<file path="config.mk">
export PLATFORM = sky130hd
export DESIGN_NAME = riscv_multicycle_ctrl
export DESIGN_NICKNAME = d
export VERILOG_FILES = /design/src/rtl/riscv_multicycle_ctrl.sv
export SDC_FILE = /design/constraint.sdc
export NUM_CORES = 1
export LEC_CHECK = 0
export CORE_UTILIZATION = 30
export DETAILED_ROUTE_END_ITERATION = 10
export DONT_BUFFER_PORTS = 1
export HOLD_SLACK_MARGIN = 0.03
export PLACE_DENSITY_LB_ADDON = 0.25
export SLEW_MARGIN = 20
export SYNTH_ARGS = -nofsm -noshare
export SYNTH_HDL_FRONTEND = slang
export SYNTH_SLANG_ARGS = --single-unit
</file>
<file path="constraint.sdc">
create_clock -name clk -period 1.6 [get_ports clk]
set_input_delay 0 -clock clk [delete_from_list [all_inputs] [get_ports clk]]
set_output_delay 0 -clock clk [all_outputs]
set_load 0.01 [all_outputs]
</file>
<file path="src/rtl/riscv_multicycle_ctrl.sv">
// Multi-cycle control FSM for the 64-bit RISC-V datapath (ld, sd, add/sub/and/or, addi, beq).
// Outputs are decoded from the state; only ir_write, pc_write and instr_done also look at mem_ready/zero.
//
// state    | meaning
// IDLE     | post-reset, one dead cycle
// FETCH    | read instruction at PC, PC <= PC+4 on mem_ready
// DECODE   | precompute branch target old_pc + B-imm into ALUOut
// MEM_ADDR | rs1 + I/S immediate for ld/sd
// MEM_RD   | load data read, wait on mem_ready
// WB_MEM   | write MDR into rd
// MEM_WR   | store data write, wait on mem_ready
// EXEC_R   | R-type ALU op, rejects unknown funct7/funct3
// EXEC_I   | addi
// WB_R     | write ALUOut into rd
// BRANCH   | beq compare, PC <= ALUOut when zero
// ILLEGAL  | unsupported encoding, skip it
module riscv_multicycle_ctrl (
    input  logic        clk,
    input  logic        rst_n,
    input  logic [31:0] instruction,
    input  logic        zero,
    input  logic        mem_ready,
    output logic        pc_write,
    output logic        pc_src,
    output logic        ir_write,
    output logic        mem_read,
    output logic        mem_write,
    output logic        i_or_d,
    output logic        reg_write,
    output logic        mem_to_reg,
    output logic [1:0]  alu_src_a,
    output logic [1:0]  alu_src_b,
    output logic [3:0]  alu_ctrl,
    output logic [1:0]  imm_sel,
    output logic        instr_done,
    output logic        illegal
);

    typedef enum logic [3:0] {
        IDLE     = 4'd0,
        FETCH    = 4'd1,
        DECODE   = 4'd2,
        MEM_ADDR = 4'd3,
        MEM_RD   = 4'd4,
        WB_MEM   = 4'd5,
        MEM_WR   = 4'd6,
        EXEC_R   = 4'd7,
        EXEC_I   = 4'd8,
        WB_R     = 4'd9,
        BRANCH   = 4'd10,
        ILLEGAL  = 4'd11
    } state_t;

    localparam logic [3:0] ALU_ADD = 4'b0010;
    localparam logic [3:0] ALU_SUB = 4'b0110;
    localparam logic [3:0] ALU_AND = 4'b0000;
    localparam logic [3:0] ALU_OR  = 4'b0001;

    localparam logic [6:0] OP_LOAD  = 7'b0000011;
    localparam logic [6:0] OP_STORE = 7'b0100011;
    localparam logic [6:0] OP_REG   = 7'b0110011;
    localparam logic [6:0] OP_IMM   = 7'b0010011;
    localparam logic [6:0] OP_BR    = 7'b1100011;

    localparam logic [1:0] IMM_I = 2'b00;
    localparam logic [1:0] IMM_S = 2'b01;
    localparam logic [1:0] IMM_B = 2'b10;

    state_t      state;
    state_t      next_state;
    logic [6:0]  opcode;
    logic [2:0]  funct3;
    logic [6:0]  funct7;
    logic        r_legal;
    logic        unused_fields;

    assign opcode        = instruction[6:0];
    assign funct3        = instruction[14:12];
    assign funct7        = instruction[31:25];
    assign unused_fields = ^instruction[24:15] ^ ^instruction[11:7];

    always_ff @(posedge clk or negedge rst_n) begin
        if (!rst_n) begin
            state <= IDLE;
        end else begin
            state <= next_state;
        end
    end

    always_comb begin
        next_state = state;
        pc_write   = 1'b0;
        pc_src     = 1'b0;
        ir_write   = 1'b0;
        mem_read   = 1'b0;
        mem_write  = 1'b0;
        i_or_d     = 1'b0;
        reg_write  = 1'b0;
        mem_to_reg = 1'b0;
        alu_src_a  = 2'b00;
        alu_src_b  = 2'b00;
        alu_ctrl   = 4'b0000;
        imm_sel    = 2'b00;
        instr_done = 1'b0;
        illegal    = 1'b0;
        r_legal    = 1'b1;

        case (state)
            IDLE: next_state = FETCH;
            FETCH: begin
                mem_read  = 1'b1;
                alu_src_b = 2'b01;
                alu_ctrl  = ALU_ADD;
                ir_write  = mem_ready;
                pc_write  = mem_ready;
                if (mem_ready) next_state = DECODE;
            end
            DECODE: begin
                alu_src_a = 2'b01;
                alu_src_b = 2'b10;
                imm_sel   = IMM_B;
                alu_ctrl  = ALU_ADD;
                if ((opcode == OP_LOAD || opcode == OP_STORE) && funct3 == 3'b011)
                    next_state = MEM_ADDR;
                else if (opcode == OP_REG)
                    next_state = EXEC_R;
                else if (opcode == OP_IMM && funct3 == 3'b000)
                    next_state = EXEC_I;
                else if (opcode == OP_BR && funct3 == 3'b000)
                    next_state = BRANCH;
                else
                    next_state = ILLEGAL;
            end
            MEM_ADDR: begin
                alu_src_a  = 2'b10;
                alu_src_b  = 2'b10;
                alu_ctrl   = ALU_ADD;
                imm_sel    = (opcode == OP_LOAD) ? IMM_I : IMM_S;
                next_state = (opcode == OP_LOAD) ? MEM_RD : MEM_WR;
            end
            MEM_RD: begin
                mem_read = 1'b1;
                i_or_d   = 1'b1;
                if (mem_ready) next_state = WB_MEM;
            end
            WB_MEM: begin
                reg_write  = 1'b1;
                mem_to_reg = 1'b1;
                instr_done = 1'b1;
                next_state = FETCH;
            end
            MEM_WR: begin
                mem_write  = 1'b1;
                i_or_d     = 1'b1;
                instr_done = mem_ready;
                if (mem_ready) next_state = FETCH;
            end
            EXEC_R: begin
                alu_src_a = 2'b10;
                alu_src_b = 2'b00;
                case ({funct7, funct3})
                    10'b0000000_000: alu_ctrl = ALU_ADD;
                    10'b0100000_000: alu_ctrl = ALU_SUB;
                    10'b0000000_111: alu_ctrl = ALU_AND;
                    10'b0000000_110: alu_ctrl = ALU_OR;
                    default:         r_legal  = 1'b0;
                endcase
                next_state = r_legal ? WB_R : ILLEGAL;
            end
            EXEC_I: begin
                alu_src_a  = 2'b10;
                alu_src_b  = 2'b10;
                imm_sel    = IMM_I;
                alu_ctrl   = ALU_ADD;
                next_state = WB_R;
            end
            WB_R: begin
                reg_write  = 1'b1;
                instr_done = 1'b1;
                next_state = FETCH;
            end
            BRANCH: begin
                alu_src_a  = 2'b10;
                alu_src_b  = 2'b00;
                alu_ctrl   = ALU_SUB;
                pc_src     = 1'b1;
                pc_write   = zero;
                instr_done = 1'b1;
                next_state = FETCH;
            end
            ILLEGAL: begin
                // PC already advanced in FETCH, so the bad word is simply skipped
                illegal    = 1'b1;
                next_state = FETCH;
            end
            default: next_state = IDLE;
        endcase
    end

endmodule

</file>
## Word-level counts from Yosys, hierarchy flattened

Cells that the tools add are included.

| storage, ports and cells | value |
|---|---|
| input port bits | 36 |
| flip-flop bits (word level) | 4 |
| output and inout port bits | 20 |

| operators by class | value |
|---|---|
| reduce and logical (&&, ||, !) cells | 17 |
| muxes and demuxes | 28 |
| eq/ne operators | 23 |

Operator list:

| kind | count |
|---|---|
| $pmux 4 s8 | 1 |
| $eq 10x3->1 const B | 2 |
| $mux 4 | 5 |
| $pmux 3 s3 | 2 |
| $eq 4x3->1 const B | 4 |
| $eq 4x4->1 const B | 4 |
| $eq 7x6->1 const B | 2 |
| $mux 1 | 12 |
| $pmux 2 s2 | 3 |
| $reduce_or 4->1 | 3 |
| $eq 10x9->1 const B | 1 |
| $logic_not 10->1 | 1 |
| $eq 4x2->1 const B | 2 |
| $eq 7x2->1 const B | 1 |
| $eq 7x5->1 const B | 1 |
| $eq 7x7->1 const B | 1 |
| $mux 2 | 3 |
| $ne 2x2->1 const B | 3 |
| $reduce_or 2->1 | 3 |
| $reduce_or 3->1 | 2 |
| $reduce_or 5->1 | 1 |
| $eq 4x1->1 const B | 1 |
| $logic_not 4->1 | 1 |
| $pmux 1 s2 | 2 |
| 5 further kinds | 7 |

## Logic depth before layout (Yosys ltp)

| logic depth | value |
|---|---|
| word-level depth | 7 |
| gate-level depth with buffers | 5 |
| depth with buffers taken out | 4 |

## Least setup slack after synthesis

No wires, ideal clock.

| path | value |
|---|---|
| path kind | reg2out |
| start | reg state[1] |
| end | out pc_write |
| setup slack | 374 ps |
| stages on the path, launching flop included | 6 |
| data required time | 1600 ps |
| arrival | 1226 ps |
| cells stage by stage | dfrtp_1 > buf_6 > nand2b_4 > nor3_2 > and2_1 > a21o_1 |

| between the ends | value |
|---|---|
| cells in the longest elaborated chain, start to end | 2 |

Ends and longest elaborated chain:

| item | RTL line | RTL |
|---|---|---|
| from (decl) | 69 | `state_t state;` |
| from (signal assigned) | 86 | `state <= next_state;` |
| $eq 4x4->1 or $eq 4x1->1 (tied branches) | 108 | `case (state)` |
| $pmux 1 s2 (*) | 108 |  |
| to (decl) | 23 | `output logic pc_write,` |

Every way passes the cells marked *; elsewhere a longest branch is shown, timed or not.

## Worst setup path after layout

| path | value |
|---|---|
| start | reg state[2] |
| end | out alu_ctrl[0] |

| between the ends | value |
|---|---|
| cells in the longest elaborated chain, start to end | 3 |

Ends and longest elaborated chain:

| item | RTL line | RTL |
|---|---|---|
| $eq 4x2->1 (tied with other cells) | 108 |  |
| $reduce_or 4->1 (no line) | -- |  |
| $pmux 3 s3 (*) | 108 |  |
| to (decl) | 33 | `output logic [3:0] alu_ctrl,` |

Marked as above.

==> results.txt <==
Post-Synthesis Cell Area = 632 um^2
Site Rows = 16
Layout area overhead = 24.2%
Avg WL per Cell = 14.1 um
antenna violations before repair = 0
CTS H-tree lvls = 1
slowest stage delay, CP = 450 ps
Final setup viols = 0
HP Class = in2reg
critical path depth in cells = 4
Static Leakage = 0.316 nW
status = complete, no violations
leading area contributor after synthesis = dfrtp_1
worst vdd ir = 567 uV
worst endpoint data arrival time = 1520 ps
CP Capture Type = output port
Final min period = 1520 ps
Max Cap Viol = 0
router iterations before antenna repair = 4
Post-Synthesis Cells = 83
critical path start-end classification = reg2out
clk_lat worst skew = 230 ps
TritonCTS buffer count = 3
DR DRC count = 0
most frequent cell after synthesis = nor2_1
CP max-delay cell = dfrtp_2
R2R Setup Slk = 330 ps
sequential share of the synthesized area = 0.158
Detail Placement HPWL = 1350 um
antenna-violating nets left = 0
top_reg_cell synth = dfrtp_1
share of post-route cells with drive strength above 1 = 0.330
Achievable Freq = 658 MHz
synthesized flop and latch total = 4
Setup Total Neg Slack = 0 ps
Avg Inst Size Synth = 7.61 um^2
fin crit share = 0.950
grt met3 use = 0.0415
vias in the first global route = 668
Largest register FFs = 4
total gr overflow = 0
first-pass GRT wire length = 2780 um
routing usage on met2 = 0.305
Via density = 5.49
top post-synthesis cells by count = nor2_1, nand2_1
Yosys top cell area share = 0.158
worst reg2reg endpoint = state[1]$_DFFE_PN0P_
Largest Register = state
ys async rst share = 1.00
Chip Width = 47.9 um
end of the critical path = alu_ctrl[0]
Nets = 135
crit path cell chain = nor2b_2 -> nand3_1 -> nor4_2 -> buf_4
synth unique cells = 42
busiest layer in global routing = met2
diodes inserted = 0
met1 Usage GRT = 0.209
CP startpoint = state[2]$_DFFE_PN0P_
cells on worst reg2reg path = 5
Hold Vio Cnt, Final = 0
Die Area = 2290 um^2
CP Launch Type = flip-flop
Regs by FF count = state (4)
Post-synth EDFFs = 0
Initial Util = 0.322
syn nets = 119
clock-pin slew on the worst setup and hold paths = 40 ps
worst clock skew = 2.60 ps
clock buffer depth = 2
PD cells = 1650 nW/um^2
RSZ-0062 raised after global routing = yes
Die Y = 47.9 um
Ports = 56
Core Area = 1960 um^2
fin. max-slew vios = 0
Port Buffers = 0
Buf/Inv on CP = 1
Hold Slack = 34.3 ps
largest cells by area after synthesis = dfrtp_1, buf_6, nor2_1
initial DRC count = 10
FF-to-FF Start = state[0]$_DFFE_PN0P_
Vias = 681
CP max FO = 9
gpl congestion = 0.774
CTS root buffer = clkbuf_4
Overall Global Routing Usage = 0.171
drt total wl = 1750 um
CP top delay family = simple AND/OR/NAND/NOR gates
Critical Path RT = 1600 ps
CTS tree = yes
largest net degree at the start of global routing = 16
clk sink count = 4
Synth Warn # = 0
## kinds of logic after synthesis
family / count (synthesis) / synth area share
DFF: 4 / 0.158
AOI/OAI and AO/OA: 26 / 0.313
buffers and inverters: 8 / 0.103
and+or+nand+nor: 44 / 0.420
other: 1 / 0.00593
## power by group
group,switching (mW),leakage (nW),internal (mW),total (mW)
registers,0.100,0.0466,0.151,0.251
logic,0.500,0.255,0.423,0.923
clock network,0.0363,0.0138,0.0835,0.120
## worst min-delay path by stage
| stage | to | start | cells past startpoint | slack, ps |
|---|---|---|---|---|
| after floorplan | state[0]$_DFFE_PN0P_ | rst_n | 0 | -300 |
| after global placement | state[3]$_DFFE_PN0P_ | rst_n | 0 | -300 |
| after detailed placement | state[1]$_DFFE_PN0P_ | rst_n | 0 | -300 |
| after CTS | state[1]$_DFFE_PN0P_ | instruction[5] | 2 | 30 |
| after global routing | state[3]$_DFFE_PN0P_ | rst_n | 1 | 50 |
| final | state[1]$_DFFE_PN0P_ | instruction[5] | 2 | 30 |
## cell usage in the layout, fill, tap and decap left out, types with 3 or more instances in the layout
cell type,netlist,routed
nor2_1,11,11
dfrtp_2,0,3
buf_4,1,13
dlygate4sd3_1,0,4
clkbuf_4,0,3
nor3_2,3,3
nand2_1,7,7
nor2b_1,4,3
nor3_1,3,3
a21oi_1,4,3
nand2b_1,3,3
## final cells by class
class	instances	area (um^2)
fillers	223	1180
multi-input cells	71	479
repair buffers	17	138
flip-flops and latches	4	104
well taps	27	33.8
clock buffers	3	22.5
inverters	2	7.51
## routing by layer
layer  part of all wire  vias up
met5                  0        -
met4                  0        0
met3              0.056        0
met2               0.49       24
met1               0.46      320
li1                   -      337
## timing repair
item                                    in CTS  in global routing
setup buffers                                0                  3
endpoints found under the setup margin       3                  3
resized for setup                            2                  4
hold buffers                                 4                  0
hold endpoints to repair                     7                  0
## through the flow
step / setup slack (ps) / instance area, um^2 / utilization / std cells / total power, mW
global placement: 227 / 683 / 0.348 / 114 / 1.08
floorplan: 374 / 632 / - / 83 / 0.946
global route: -22.2 / 785 / 0.400 / 124 / 1.42
finish: 80.1 / 785 / 0.400 / 124 / 1.29
detailed placement: 207 / 683 / 0.348 / 114 / 1.09
CTS: 39.1 / 748 / 0.381 / 121 / 1.23
No activity file was read; power rests on OpenSTA's default activity.
